File: src/rtl/md5_job_controller.sv
// md5_job_controller: sequences the two-symbol MD5 brute-force engine.
// The processor loads the start string and target hash, then issues start.
// The controller primes the engine, runs it, and reports found, exhausted
// or aborted together with the matching string and the run-cycle count.
module md5_job_controller #(
    parameter int RST_CYCLES = 3,
    parameter int CNT_W      = 32
) (
    input  logic         clk,
    input  logic         reset,
    input  logic         wr_en,
    input  logic [4:0]   wr_addr,
    input  logic [31:0]  wr_data,
    input  logic [4:0]   rd_addr,
    output logic [31:0]  rd_data,
    output logic         eng_ce,
    output logic         eng_reset,
    output logic         eng_reset_zero_string,
    output logic [511:0] eng_start_str,
    output logic [31:0]  eng_a_hash,
    output logic [31:0]  eng_b_hash,
    output logic [31:0]  eng_c_hash,
    output logic [31:0]  eng_d_hash,
    input  logic         eng_find_str,
    input  logic         eng_symbols_done,
    input  logic [511:0] eng_result_str,
    output logic         irq
);
    typedef enum logic [1:0] {S_IDLE, S_PRIME, S_RUN, S_DONE} state_t;

    localparam int PW = (RST_CYCLES > 1) ? $clog2(RST_CYCLES) : 1;

    state_t             state, state_n;
    logic [PW-1:0]      prime_cnt;
    logic [15:0][31:0]  start_words;
    logic [15:0][31:0]  result_words;
    logic [CNT_W-1:0]   cycle_cnt;
    logic               found, exhausted, aborted;
    logic               sd_prev, abort_rst;
    logic               busy, cmd_wr, do_start, do_abort, sd_rise, prime_last, cfg_wr;
    logic [31:0]        status, cnt32;

    assign busy       = (state == S_PRIME) || (state == S_RUN);
    assign cmd_wr     = wr_en && (wr_addr == 5'd20);
    // Abort only means something while a job is active; otherwise start wins.
    assign do_abort   = cmd_wr && wr_data[1] && busy;
    assign do_start   = cmd_wr && wr_data[0] && !busy;
    assign cfg_wr     = wr_en && !busy;
    // sd_prev tracks the level every cycle, so a level already high when RUN
    // begins is never seen as a rising edge.
    assign sd_rise    = eng_symbols_done && !sd_prev;
    assign prime_last = (prime_cnt == PW'(RST_CYCLES - 1));

    assign eng_ce                = (state == S_RUN);
    assign eng_reset_zero_string = (state == S_PRIME);
    assign eng_reset             = (state == S_PRIME) || abort_rst;
    assign eng_start_str         = start_words;
    assign status                = {28'd0, aborted, exhausted, found, busy};
    assign cnt32                 = 32'(cycle_cnt);

    // State register.
    always_ff @(posedge clk) begin
        if (reset) state <= S_IDLE;
        else       state <= state_n;
    end

    // Next-state logic; abort takes priority over engine events.
    always_comb begin
        state_n = state;
        case (state)
            S_IDLE, S_DONE: if (do_start) state_n = S_PRIME;
            S_PRIME: begin
                if (do_abort)        state_n = S_DONE;
                else if (prime_last) state_n = S_RUN;
            end
            S_RUN: if (do_abort || eng_find_str || sd_rise) state_n = S_DONE;
            default: state_n = S_IDLE;
        endcase
    end

    // Job datapath: config registers, flags, result capture, counter, irq.
    always_ff @(posedge clk) begin
        if (reset) begin
            prime_cnt    <= '0;
            start_words  <= '0;
            result_words <= '0;
            cycle_cnt    <= '0;
            found        <= 1'b0;
            exhausted    <= 1'b0;
            aborted      <= 1'b0;
            sd_prev      <= 1'b0;
            abort_rst    <= 1'b0;
            irq          <= 1'b0;
            eng_a_hash   <= '0;
            eng_b_hash   <= '0;
            eng_c_hash   <= '0;
            eng_d_hash   <= '0;
        end else begin
            irq       <= 1'b0;
            abort_rst <= 1'b0;
            sd_prev   <= eng_symbols_done;
            if (state == S_PRIME) prime_cnt <= prime_cnt + 1'b1;
            if (cfg_wr && !wr_addr[4]) start_words[wr_addr[3:0]] <= wr_data;
            if (cfg_wr) begin
                case (wr_addr)
                    5'd16:   eng_a_hash <= wr_data;
                    5'd17:   eng_b_hash <= wr_data;
                    5'd18:   eng_c_hash <= wr_data;
                    5'd19:   eng_d_hash <= wr_data;
                    default: ;
                endcase
            end
            if (do_start) begin
                prime_cnt    <= '0;
                result_words <= '0;
                cycle_cnt    <= '0;
                found        <= 1'b0;
                exhausted    <= 1'b0;
                aborted      <= 1'b0;
            end
            if (state == S_RUN && cycle_cnt != '1) cycle_cnt <= cycle_cnt + 1'b1;
            if (do_abort) begin
                aborted   <= 1'b1;
                abort_rst <= 1'b1;
                irq       <= 1'b1;
            end else if (state == S_RUN) begin
                if (eng_find_str) begin
                    found        <= 1'b1;
                    result_words <= eng_result_str;
                    irq          <= 1'b1;
                end else if (sd_rise) begin
                    exhausted <= 1'b1;
                    irq       <= 1'b1;
                end
            end
        end
    end

    // Registered read mux, one-cycle latency.
    always_ff @(posedge clk) begin
        if (reset)                rd_data <= '0;
        else if (!rd_addr[4])     rd_data <= result_words[rd_addr[3:0]];
        else if (rd_addr == 5'd16) rd_data <= status;
        else if (rd_addr == 5'd17) rd_data <= cnt32;
        else                      rd_data <= '0;
    end
endmodule

File: config.mk
export PLATFORM = sky130hd
export DESIGN_NAME = md5_job_controller
export DESIGN_NICKNAME = d
export VERILOG_FILES = /design/src/rtl/md5_job_controller.sv
export SDC_FILE = /design/constraint.sdc
export NUM_CORES = 2
export LEC_CHECK = 0
export ABC_AREA = 1
export CORE_AREA = 2 2 479 481
export DETAILED_ROUTE_END_ITERATION = 10
export DIE_AREA = 0 0 481 483
export GPL_ROUTABILITY_DRIVEN = 0
export HOLD_SLACK_MARGIN = 0.12
export PLACE_DENSITY_LB_ADDON = 0.12
export SYNTH_ARGS = -nofsm -noshare
export SYNTH_HDL_FRONTEND = slang
export SYNTH_SLANG_ARGS = --single-unit
export TNS_END_PERCENT = 10
File: constraint.sdc
create_clock -name clk -period 2.3 [get_ports clk]
set_clock_uncertainty 0.15 [all_clocks]
set_input_delay 0.46 -clock clk [delete_from_list [all_inputs] [get_ports clk]]
set_output_delay 0.46 -clock clk [all_outputs]
set_load 0.005 [all_outputs]
# Word level (Yosys, flattened, before mapping)
# Index checks and enable logic that the tools add are counted.
# classes
eq_ne,15
n_lt_le_gt_ge,3
muxes,35
n_reduce_logical,27
addsub,2
# ops
op,n
2-to-1 mux 512 bit,4
bitwise mux 512 bit,1
2-to-1 mux 32 bit,7
binary-select mux 32 bit (select 4 bit),1
demux 32 bit (select 4 bit),1
== test 5 bit (second input constant),7
adder 32 x 1 -> 32 bit (second input constant),1
!= test 32 bit (second input constant),1
2-to-1 mux 1 bit,16
logical AND 1 bit,10
less-than comparator 4 x 5 -> 1 bit (second input constant),2
2-to-1 mux 2 bit,4
AND reduction 2 bit,4
== test 2 bit (second input constant),3
one-hot mux 2 bit (3 select lines),1
greater-or-equal comparator 4 x 1 -> 1 bit (second input constant),1
logical OR 1 bit,4
nonzero test 2 bit,2
OR reduction 2 bit,2
logical NOT 1 bit,3
!= test 3 x 1 -> 1 bit (second input constant),1
AND reduction 3 bit,1
adder 2 x 1 -> 2 bit (second input constant),1
== test 2 x 1 -> 1 bit (second input constant),1
other kinds (3),3
# word_totals
in_bits,559
register_bits,1226

# Depth between registers and ports, before layout
# logic_depth
depth_word,9
depth_mapped,14
mapped_depth_nobuf,11

# Least setup slack after synthesis
# No wires, ideal clock.
# synth_timing
path_kind,reg2reg
from,reg state[0]
to,"reg start_words, in the netlist eng_start_str[258]"
n_path_buf,1
period_less_slack_ps,2014
stages_incl_launch_ff,11
arrival_ps,1748
slack_ps,286
required_time_ps,2034
setup_time_ps,116
path_cell_list,dfxtp_1 inv_1 ha_1 nand2_1 nor2_4 nand2_1 nor2_1 inv_1 clkbuf_1 nor2_1 nor2_1
# synth_via
elab_chain_cells,5
word_cells_on_any_way,6
classes_between,2 x eq/ne; 4 x reduce/logical
# synth_rtl
item,line,source
"start, declared",33,"state_t state, state_n;"
"start signal, assigned",64,else state <= state_n;
== test 2 x 1 -> 1 bit / == test 2 bit (equally long branches),43,assign busy = (state == S_PRIME) || (state == S_RUN);
logical OR 1 bit (*),43,
logical NOT 1 bit (*),48,assign cfg_wr = wr_en && !busy;
logical AND 1 bit (*),48,
logical AND 1 bit (*),103,if (cfg_wr && !wr_addr[4]) start_words[wr_addr[3:0]] <= wr_data;
"end signal, assigned by index",103,
"end, declared",35,logic [15:0][31:0] start_words;
# Every way passes the cells marked *; elsewhere a longest branch is shown, timed or not.
# A chain may end at the register's enable or synchronous reset.

# Worst setup path in the final report
# layout_timing
from,reg state[1]
to,out eng_reset
# layout_via
elab_chain_cells,2
# layout_rtl
item,line,source
== test 2 x 1 -> 1 bit,56,assign eng_reset = (state == S_PRIME) || abort_rst;
logical OR 1 bit,56,
"end, declared",17,"output logic eng_reset,"
# No other way between the ends.

==> impl_metrics.toml <==
[outcome]
outcome = "finished with violations"
violations = "negative setup slack"

[global_routing]
antenna_found_initial = 54
overflow = 0
grt_pass1_vias = 53622
grt_max_degree = 112
groute.usage.overall_pct = 24.5
grt_pass1_wl_um = 410000

[yosys]
ys_seq_area_share_pct = 49.7
synthTopCellsByCount = "nor2_1, nand2_1, dfxtp_1"
syn_inst = 7134
synth_area_um2 = 49400
synth_cell_types = 32
ys_warn_count = 0
synth_top_area_share_pct = 49.7
synth_fp_nets = 7697
syn_area_per_cell_um2 = 6.92
ys_async_sr_fraction_pct = 0
yosys-top-cells-area = "dfxtp_1, nor2_1, nand2_1"
yosysTopAreaCell = "dfxtp_1"
synthFlopType = "dfxtp_1"
ys_ff_latch = 1226
synth.most_common_cell = "nor2_1"
synth_edf_count = 0

[setup_path]
worst-endpoint-arrival_ps = 1760
end_kind = "primary output"
worstPathCellList = "inv_2 > ha_4 > or2_4 > buf_6"
cp_data_required_time_ps = 1690
critical_path_class = "reg2out"
critPathLaunchType = "flip-flop"
reg2reg_from = "state[0]$_SDFFE_PP0P_"
startpoint = "state[1]$_SDFFE_PP0P_"
crit_end = "eng_reset"
crit_fanout = 3
cpMaxStageDelayCell = "dfxtp_4"
reg2reg_to = "eng_start_str[109]$_SDFFE_PP0P_"
rrSetupSlack_ps = 100
r2r_cells = 12
cpPeakStageDelay_ps = 370

[worst_hold_path]
holdCritPathClass = "in2reg"

[floorplan]
dieArea_um2 = 232000
die-width_um = 481
coreArea_um2 = 227000
rows = 175
pin_count = 1235
die_h_um = 483
initial_core_util_pct = 21.8

[drt]
drt_wl_total_um = 295000
wire_per_inst_um = 24.7
vias = 53929
first_pass_iters = 7
drt-initial-drc-count = 3937
drcViolationCount = 0
via_per_inst = 4.51
drtAntennaViolNets = 0

[cts]
clkTransAtPathRegs_ps = 60
htree_levels = 4
cts_buffers = 154
cts_root_buffer = "clkbuf_16"
cts_sinks = 1226
clockBufferDepth = 3
clk-insertion-delay-late_ps = 820
cts_tree = "yes"

[sta]
min_period_ps = 2370
final.setup.tns_ps = -67.6
fmax_mhz = 422
finalHoldViolCount = 0
maxSlewViolCount = 0
maxSlewHeadroom_pct = 36.5
setup_ws_ps = -67.6
final.period_utilization_pct = 103
rsz0062_at_grt = "true"
tightest_slew_ps = 953
setup_violations = 1

[final_layout]
layout.nets = 9364
drive_gt1_share_pct = 10.1
final_util_pct = 33.9
area_growth_pct = 55.9

[placement]
hpwl_um = 219000
port_buffers = 1234

[pwr]
p_leak_nw = 34.6
vdd_drop_max_mv = 0.788
p_per_area_nw_per_um2 = 787

[flow_run]
maxCapViolations = 0
[placed cells by master (no fill, tap or decap), types with 11 or more instances in the layout]
master	instances
a21oi_1	620
buf_12	154
buf_4	367
clkbuf_1	34
clkbuf_16	159
clkbuf_8	29
clkdlybuf4s15_2	22
clkdlybuf4s50_1	551
clkinv_2	24
dfxtp_1	1206
dfxtp_2	18
diode_2	24
dlygate4sd2_1	641
dlygate4sd3_1	301
inv_1	294
inv_2	11
nand2_1	1582
nand3_1	270
nor2_1	1669
nor2_2	26
o21ai_0	777
o21ai_1	19
[routing by layer]
| metal | GRT usage, % | wire length [µm] | vias to the layer above |
|---|---|---|---|
| met3 | 6.95 | 22600 | 411 |
| met4 | 10.1 | 13000 | 32 |
| met1 | 29.8 | 123000 | 25702 |
| met2 | 40.3 | 136000 | 1842 |
| li1 | - | - | 25942 |
| met5 | 0 | 205 | - |
[worst max-delay path, delay by kind of cell, from the launching register on]
family                   cells  cell delay (ps)
adder cells (fa/ha/maj)      1              150
buffers and inverters        2              180
flip-flops                   1              370
AND/OR/NAND/NOR              1              230
[final cells by class]
cell class	count	area (µm²)
Clock inverter	57	744
Clock buffer	217	4390
Multi-Input combinational cell	5028	21500
Sequential cell	1226	24600
Timing Repair Buffer	2069	20700
Tap cell	3009	3760
Fill cell	24451	150000
Inverter	322	1240
Antenna cell	24	60.1
[power by group]
part | leakage, nW | switching [mW] | total, mW | internal, mW
Combinational | 22.1 | 6.20 | 10.7 | 4.54
Sequential | 9.94 | 1.26 | 24.8 | 23.5
Clock | 2.51 | 10.6 | 25.0 | 14.4
Total | 34.6 | 18.0 | 60.5 | 42.5
[kinds of logic (layout without fill, tap and decap cells)]
logic type | Yosys count | after routing | share of synthesized area [%]
DFF | 1226 | 1226 | 49.7
and+or+nand+nor | 3585 | 3586 | 28.3
xor gates and xnor gates | 9 | 9 | 0.160
adders and majority gates | 4 | 4 | 0.101
buffers and inverters | 881 | 2665 | 7.23
other | 0 | 24 | 0
AOI/OAI and AO/OA | 1429 | 1429 | 14.5
[metrics by stage]
step / area, µm² / setup WS (ps) / std cells / hold WS (ps) / total power, mW
CTS: 76600 / -182 / 11919 / 120 / 61.2
floorplan: 49400 / 286 / 7134 / 285 / 29.5
detailed placement: 69000 / -637 / 11337 / 297 / 35.5
global placement: 69000 / -643 / 11337 / 294 / 35.5
global route: 76900 / -152 / 11947 / 156 / 63.2
finish: 77000 / -67.6 / 11952 / 197 / 60.5
[flip-flops by register name, summed over array words and instances, names as in the netlist, 2 cells and up]
register and flops:
eng_start_str 512, result_words 512, cnt32 32, eng_a_hash 32, eng_b_hash 32, eng_c_hash 32
eng_d_hash 32, rd_data 32, prime_cnt 2, state 2
[worst min-delay path by stage]
stage	from	to	cells after the start
2_1_floorplan	result_words[224]$_SDFF_PP0_	result_words[224]$_SDFF_PP0_	2
3_3_place_gp	result_words[354]$_SDFF_PP0_	result_words[354]$_SDFF_PP0_	2
3_5_place_dp	result_words[73]$_SDFF_PP0_	result_words[73]$_SDFF_PP0_	2
4_1_cts	eng_result_str[320]	result_words[320]$_SDFF_PP0_	3
5_1_grt	eng_result_str[269]	result_words[269]$_SDFF_PP0_	3
6_report	eng_result_str[10]	result_words[10]$_SDFF_PP0_	3
[what timing repair did]
action,in CTS,in global routing
hold buffers,301,0
endpoints found under the hold margin,418,0
cloned,2,5
gates resized for setup,793,51
endpoints found under the setup margin,1352,848
pin swaps,3,9
buffers inserted,5,5
(Power assumes the default switching activity.)
